$ cat config.mk
export PLATFORM = sky130hd
export DESIGN_NAME = fetch_ifid_ctrl_flat
export DESIGN_NICKNAME = d
export VERILOG_FILES = /design/src/rtl/fetch_ifid_ctrl_if.sv /design/src/rtl/fetch_ifid_ctrl.sv /design/src/flat_wrapper.sv
export SDC_FILE = /design/constraint.sdc
export NUM_CORES = 1
export LEC_CHECK = 0
export CAP_MARGIN = 15
export CORE_MARGIN = 3
export CORE_UTILIZATION = 28
export CTS_CLUSTER_DIAMETER = 150
export DETAILED_ROUTE_END_ITERATION = 8
export PLACE_DENSITY_LB_ADDON = 0.1
export SLEW_MARGIN = 30
export SYNTH_ARGS = -nofsm -noshare
export SYNTH_HDL_FRONTEND = slang
export SYNTH_SLANG_ARGS = --single-unit
$ cat constraint.sdc
create_clock -name clk -period 3.8 [get_ports clk]
set_input_delay 0.76 -clock clk [delete_from_list [all_inputs] [get_ports clk]]
set_output_delay 0.76 -clock clk [all_outputs]
set_load 0.05 [all_outputs]
$ cat src/rtl/fetch_ifid_ctrl_if.sv
// Instruction-memory fetch bus between the fetch stage (master) and imem (slave).
interface fetch_ifid_ctrl_if #(
   parameter int PC_W    = 16,
   parameter int INSTR_W = 16
);
   logic [PC_W-1:0]    addr;
   logic               req;
   logic [INSTR_W-1:0] instr;
   logic               ready;

   modport master (output addr, output req, input instr, input ready);
   modport slave  (input addr, input req, output instr, output ready);
endinterface

$ cat src/rtl/fetch_ifid_ctrl.sv
// Fetch stage plus IF/ID register: owns the PC, issues imem fetches, applies
// redirect/wipe/stall, and stops fetch once a speculatively seen HALT can no
// longer be squashed.
//
//   state     | meaning
//   ----------+-------------------------------------------------------------
//   RUN       | normal fetch; PC advances on every accepted instruction
//   HALT_PEND | HALT is in IF/ID; fetch data ignored while it may be squashed
//   HALTED    | HALT committed; PC and IF/ID frozen until reset
module fetch_ifid_ctrl #(
   parameter int               PC_W      = 16,
   parameter int               INSTR_W   = 16,
   parameter logic [INSTR_W-1:0] NOP_INSTR = 16'h0800,
   parameter logic [PC_W-1:0]  RESET_PC  = 16'h0000,
   parameter int               HALT_WIN  = 3
) (
   input  logic               clk,
   input  logic               rst,
   input  logic               stall,
   input  logic               wipe,
   input  logic               redirect,
   input  logic [PC_W-1:0]    redirect_pc,
   fetch_ifid_ctrl_if.master  imem,
   output logic [INSTR_W-1:0] ifid_instr,
   output logic [PC_W-1:0]    ifid_pc2,
   output logic               ifid_valid,
   output logic               halted
);

   localparam int CNT_W = (HALT_WIN > 2) ? $clog2(HALT_WIN) : 1;
   localparam logic [CNT_W-1:0] CNT_LAST = CNT_W'(HALT_WIN - 1);

   typedef enum logic [1:0] {
      RUN       = 2'b00,
      HALT_PEND = 2'b01,
      HALTED    = 2'b10
   } state_t;

   state_t           state;
   logic [PC_W-1:0]  pc;
   logic [CNT_W-1:0] cnt;
   logic [PC_W-1:0]  pc_next_seq;
   logic             is_halt;

   assign pc_next_seq = pc + PC_W'(2);
   assign is_halt     = (imem.instr[INSTR_W-1 -: 5] == 5'b00000);

   assign imem.addr = pc;
   assign imem.req  = (state != HALTED);

   // Fetch sequencing: PC, IF/ID register, halt window and halted flag.
   always_ff @(posedge clk or negedge rst) begin
      if (!rst) begin
         state      <= RUN;
         pc         <= RESET_PC;
         cnt        <= '0;
         ifid_instr <= NOP_INSTR;
         ifid_pc2   <= '0;
         ifid_valid <= 1'b0;
         halted     <= 1'b0;
      end else begin
         case (state)
            RUN: begin
               if (redirect) begin
                  pc         <= redirect_pc;
                  ifid_instr <= NOP_INSTR;
                  ifid_valid <= 1'b0;
               end else if (wipe) begin
                  ifid_instr <= NOP_INSTR;
                  ifid_valid <= 1'b0;
               end else if (stall) begin
                  ifid_valid <= ifid_valid;
               end else if (!imem.ready) begin
                  ifid_instr <= NOP_INSTR;
                  ifid_valid <= 1'b0;
               end else begin
                  ifid_instr <= imem.instr;
                  ifid_pc2   <= pc_next_seq;
                  ifid_valid <= 1'b1;
                  if (is_halt) begin
                     // PC parks on the HALT so a squash can replay from here.
                     state <= HALT_PEND;
                     cnt   <= '0;
                  end else begin
                     pc <= pc_next_seq;
                  end
               end
            end
            HALT_PEND: begin
               ifid_instr <= NOP_INSTR;
               ifid_valid <= 1'b0;
               cnt        <= cnt + CNT_W'(1);
               if (redirect) begin
                  pc    <= redirect_pc;
                  cnt   <= '0;
                  state <= RUN;
               end else if (cnt == CNT_LAST) begin
                  state  <= HALTED;
                  halted <= 1'b1;
               end
            end
            HALTED: begin
               halted <= 1'b1;
            end
            default: begin
               // Unreachable encoding: fall back to normal fetch.
               state <= RUN;
               cnt   <= '0;
            end
         endcase
      end
   end

endmodule
$ cat src/flat_wrapper.sv
// flat-port wrapper written by rule: the top's interface ports become plain ports
module fetch_ifid_ctrl_flat 
#(
   parameter int               PC_W      = 16,
   parameter int               INSTR_W   = 16,
   parameter logic [INSTR_W-1:0] NOP_INSTR = 16'h0800,
   parameter logic [PC_W-1:0]  RESET_PC  = 16'h0000,
   parameter int               HALT_WIN  = 3
)
  (clk, rst, stall, wipe, redirect, redirect_pc, ifid_instr, ifid_pc2, ifid_valid, halted, imem_addr, imem_req, imem_instr, imem_ready);
  fetch_ifid_ctrl_if #(.PC_W(PC_W), .INSTR_W(INSTR_W)) imem_i ();
  input  logic clk;
  input  logic rst;
  input  logic stall;
  input  logic wipe;
  input  logic redirect;
  input  logic [PC_W-1:0] redirect_pc;
  output logic [INSTR_W-1:0] ifid_instr;
  output logic [PC_W-1:0] ifid_pc2;
  output logic ifid_valid;
  output logic halted;
  output wire logic [$bits(imem_i.addr)-1:0] imem_addr;
  output wire logic [$bits(imem_i.req)-1:0] imem_req;
  input wire logic [$bits(imem_i.instr)-1:0] imem_instr;
  input wire logic [$bits(imem_i.ready)-1:0] imem_ready;
  assign imem_addr = imem_i.addr;
  assign imem_req = imem_i.req;
  assign imem_i.instr = imem_instr;
  assign imem_i.ready = imem_ready;
  fetch_ifid_ctrl #(.PC_W(PC_W), .INSTR_W(INSTR_W), .NOP_INSTR(NOP_INSTR), .RESET_PC(RESET_PC), .HALT_WIN(HALT_WIN)) u_core (.clk(clk), .rst(rst), .stall(stall), .wipe(wipe), .redirect(redirect), .redirect_pc(redirect_pc), .imem(imem_i), .ifid_instr(ifid_instr), .ifid_pc2(ifid_pc2), .ifid_valid(ifid_valid), .halted(halted));
endmodule
======== Yosys cells after proc, flatten, opt, wreduce, memory -nomap -nowiden ========
Cells that the tools add are included.
W data, S select, Z words.
storage, ports and cells
  bits in latches ......................... 0
  memory bits (writable) .................. 0
  flip-flop bits (word level) ............. 54
  bits in read-only memories .............. 0
  output and inout bits ................... 51
  input port bits ......................... 38
  memories ................................ 0
cells by class
  mux-type cells .......................... 35
  order comparisons ....................... 0
  div/mod/pow operators ................... 0
  shift operators ......................... 0
  $mul .................................... 0
  bitwise operators ....................... 4
  add/subtract/negate cells ............... 2
  reduce and logical (&&, ||, !) cells .... 10
  equal/unequal tests ..................... 18
operators by type and width
  operator                 count
  $mux W16                 10
  $pmux W16 S2             2
  $mux W2                  13
  $add A16 B2 Y16 const B  1
  $ne A2 B2 Y1 const B     7
  $ne A3 B3 Y1 const B     4
  $pmux W2 S3              2
  $reduce_and A6 Y1        2
  $reduce_and A7 Y1        1
  $mux W1                  6
  $logic_not A5 Y1         1
  $reduce_and A5 Y1        1
  $eq A2 B2 Y1 const B     2
  $ne A2 B1 Y1 const B     2
  $ne A4 B4 Y1 const B     1
  $not A1 Y1               4
  $pmux W1 S2              2
  $reduce_bool A2 Y1       2
  $ne A3 B2 Y1 const B     1
  $reduce_and A3 Y1        1
  $add A2 B1 Y2 const B    1
  $eq A2 B1 Y1 const B     1
  $logic_not A2 Y1         1
  $reduce_and A2 Y1        1

======== Longest topological paths before layout ========
  depth after elaboration ................. 7
  mapped depth ............................ 7
  depth with buffers taken out ............ 6

======== Least setup slack after synthesis ========
No wires, ideal clock.
  path kind ............................... input -> register
  start point ............................. input wipe
  end point ............................... register u_core.pc[15], in the netlist u_core.imem.addr[15]
  slack ................................... 1623 ps
  arrival time ............................ 2053 ps
  library setup time ...................... 124 ps
  cell stages on the path ................. 5
  cells stage by stage .................... or4b_4 > a211oi_4 > buf_4 > o22ai_1 > o2bb2ai_1
on the way
  word-level cells in the longest chain between the ends .. 2
RTL lines
  item                                line                   source
  start: declaration                  flat_wrapper.sv:15     input logic wipe;
  $ne A3 B3 Y1 (no source line)       n/a
  $reduce_and A6 Y1 (no source line)  n/a
  end signal: assignment              fetch_ifid_ctrl.sv:65  pc <= redirect_pc;
  end signal: assignment              fetch_ifid_ctrl.sv:85  pc <= pc_next_seq;
  end signal: assignment              fetch_ifid_ctrl.sv:94  pc <= redirect_pc;
  end: declaration                    fetch_ifid_ctrl.sv:40  logic [PC_W-1:0] pc;
No other way between the ends.
A chain may end at the register's enable or synchronous reset.

======== Worst setup path in the final report ========
  start point ............................. input imem_instr[12]
  end point ............................... register u_core.pc[4], in the netlist u_core.imem.addr[4]
on the way
  word-level cells in the longest chain between the ends .. 3
RTL lines
  item                                line                   source
  start: declaration                  flat_wrapper.sv:24     input wire logic [$bits(imem_i.instr)-1:0] imem_instr;
  $logic_not A5 Y1                    fetch_ifid_ctrl.sv:46  assign is_halt = (imem.instr[INSTR_W-1 -: 5] == 5'b00000);
  $ne A3 B3 Y1 (no source line)       n/a
  $reduce_and A6 Y1 (no source line)  n/a
No other way between the ends.

==> results.json <==
{
  "dp_hpwl_mm": 5.39,
  "synth-simple-area-share": 0.141,
  "post_cts_resized": 0,
  "crit_slowest_cell": "nor4_1",
  "r2r-start": "u_core.state[0]",
  "cts_buffers": 5,
  "p_leak_nw": 1.45,
  "synth_nets": 295,
  "port_buffers": 88,
  "grt_util_met1": 0.212,
  "wl_per_cell_microns": 16.3,
  "cp_max_fo": 16,
  "die_y_microns": 102,
  "synth_top_family_by_area": "compound AO/OA/AOI/OAI gates",
  "drive_gt1_frac": 0.0826,
  "synth-compound-area-share": 0.218,
  "worstPathCellList": "clkdlybuf4s50_1 > nor4_1 > a211oi_4 > buf_4 > nor2_2 > buf_4 > a2bb2oi_1",
  "p_per_area_mw_per_mm2": 317,
  "synth_fa_ha_area_frac": 0.00965,
  "setup_viol": 0,
  "pin_count": 89,
  "cts_buffer_depth": 2,
  "cp.required_ns": 4.05,
  "grt_pass1_vias": 2220,
  "die_w_microns": 102,
  "busiest_layer": "met2",
  "async_flop_share": 1.00,
  "cts.clk_slew.worst_paths_ns": 0.10,
  "rows": 34,
  "die_area_sq_mm": 0.0105,
  "path_class": "in2reg",
  "grt_use_total": 0.146,
  "status": "completed",
  "drt_wl_total_mm": 7.29,
  "finClkSkew_ns": 0.00869,
  "crit_arrival_ns": 2.86,
  "ys_ff_latch": 54,
  "vias": 2195,
  "met2_usage": 0.223,
  "synth-xor-area-share": 0.0439,
  "yosysUniqueCellTypes": 39,
  "place.gp.congestion": 0.778,
  "synth_mux_area_frac": 0.0212,
  "final_area_sq_mm": 0.00368,
  "ys_seq_area_frac": 0.521,
  "postCtsHoldBufs": 0,
  "num_antenna_cells": 0,
  "cts_setup_buffers": 0,
  "drtAntennaViolNets": 0,
  "grt_overflow": 0,
  "startpoint": "imem_instr[12]",
  "synth_area_sq_mm": 0.00259,
  "layout_commonest_cell": "clkdlybuf4s50_1",
  "hold_viol": 0,
  "drtPass1Iterations": 4,
  "r2r-end": "u_core.ifid_pc2[3]",
  "synth_edf_count": 0,
  "r2r_slack_ns": 1.64,
  "slowest_delay_ns": 0.64,
  "fmax_mhz": 382,
  "worst_pin_slew_ns": 0.696,
  "ir_worst_vdd_v": 0.000129,
  "area_growth_syn_to_layout_pct": 41.8,
  "drcViolationCount": 0,
  "yosysWarnings": 0,
  "start_kind": "primary input",
  "worst-r2r-cell-count": 4,
  "timing.setup.tns_ns": 0,
  "fin_nets": 378,
  "grt_pass1_wl_mm": 11.9,
  "dr.first_iter.drc_count": 128,
  "coreArea_sq_mm": 0.00885,
  "cts.sink_count": 54,
  "clk_latency_ns": 0.31,
  "maxCapViolations": 0,
  "end_kind": "flop",
  "h-tree-depth": 2,
  "cts_tree": "built",
  "placed_cell_area_sq_mm": 0.00357,
  "hp-class": "in2async",
  "root_buffer": "clkbuf_8",
  "relSlewSlack": 0.532,
  "final_max_slew_viol_count": 0,
  "antenna_found_initial": 0,
  "grt_max_degree": 37,
  "synth_ff_type": "dfrtp_1",
  "rsz0062_at_grt": "false",
  "fin_crit_ns": 2.62,
  "avgViaCountPerCell": 4.91,
  "netlist_instances": 255,
  "final_cell_mix": "87 x clkdlybuf4s50_1, 53 x dfrtp_1, 30 x nand2_1",
  "finalCritPeriodShare": 0.689,
  "use_met3": 0.0259,
  "cpMostUsedCell": "buf_4",
  "syn_area_per_cell_sq_um": 10.2,
  "start_util": 0.293
}
stage by stage:
stage / total power [mW] / worst slack (ns) / util / std cells / hold WS [ns]
5_1_grt: 1.23 / 1.03 / 0.416 / 447 / 0.371
3_3_place_gp: 0.821 / 0.831 / 0.404 / 439 / 0.451
6_report: 1.17 / 1.18 / 0.416 / 447 / 0.366
2_1_floorplan: 0.722 / 1.62 / - / 255 / 0.454
4_1_cts: 1.19 / 1.14 / 0.415 / 447 / 0.367
3_5_place_dp: 0.822 / 0.803 / 0.404 / 439 / 0.455
flip-flops by register name, summed over array words and instances (netlist names):
signal and cells:
u_core.halted 1, u_core.ifid_pc2 16, u_core.ifid_valid 1, u_core.imem.addr 16
u_core.state 2, u_core.ifid_instr 16, u_core.cnt 2
synth_stat cells (2+ instances only):
cell / count / area, sq um
a22o_1: 14 / 123
ha_1: 2 / 25.0
nor2_1: 11 / 41.3
o21ai_1: 13 / 65.1
o22a_1: 2 / 17.5
clkbuf_1: 11 / 41.3
nand2_1: 30 / 113
a21oi_1: 3 / 15.0
buf_2: 6 / 30.0
nand4_1: 2 / 12.5
or2_2: 2 / 12.5
nor4_1: 5 / 31.3
o22ai_1: 12 / 75.1
a2bb2oi_1: 3 / 26.3
a22oi_1: 9 / 67.6
buf_4: 2 / 15.0
dfrtp_1: 53 / 1330
inv_1: 8 / 30.0
mux2_2: 3 / 33.8
nand3_1: 6 / 30.0
o2bb2ai_1: 11 / 96.3
nor3_1: 12 / 60.1
xnor2_1: 13 / 114
o21ai_0: 7 / 35.0
report_power, final:
group          internal (mW)  total [mW]  switching [mW]
registers              0.590       0.610          0.0194
clock network          0.167       0.357           0.190
logic                 0.0865       0.198           0.112
total                  0.844        1.17           0.321
kinds of logic after synthesis:
| group | count (synthesis) |
|---|---|
| AO/OA/AOI/OAI | 78 |
| XOR/XNOR | 13 |
| adder cells (fa/ha/maj) | 2 |
| buffers and inverters | 27 |
| flip-flops | 54 |
| multiplexers | 5 |
| AND/OR/NAND/NOR | 76 |
worst max-delay path, delay by kind of cell:
kind / cells / cell delay (ns)
simple gates: 2 / 0.94
buf+inv: 3 / 0.87
compound gates: 2 / 0.29
area by class of cell:
class	instances	area [sq um]
Clock inverter	1	8.76
Fill cell	889	5170
Tap cell	108	135
Sequential cell	54	1350
Inverter	8	30.0
Timing Repair Buffer	95	928
Multi-Input combinational cell	174	1130
Clock buffer	7	96.3
how the worst max path moves through the flow:
stage | cells after the start | end
2_1_floorplan | 5 | u_core.imem.addr[15]
4_1_cts | 5 | u_core.ifid_pc2[4]
5_1_grt | 6 | u_core.imem.addr[2]
3_5_place_dp | 5 | u_core.ifid_pc2[4]
3_3_place_gp | 5 | u_core.ifid_pc2[3]
6_report | 7 | u_core.imem.addr[4]
layer usage:
metal,wire [microns],part of all wire
met1,3540,0.48
met2,3190,0.44
met3,465,0.064
met4,98,0.013
met5,0,0
Note: power is estimated with default switching activity, not from simulation.
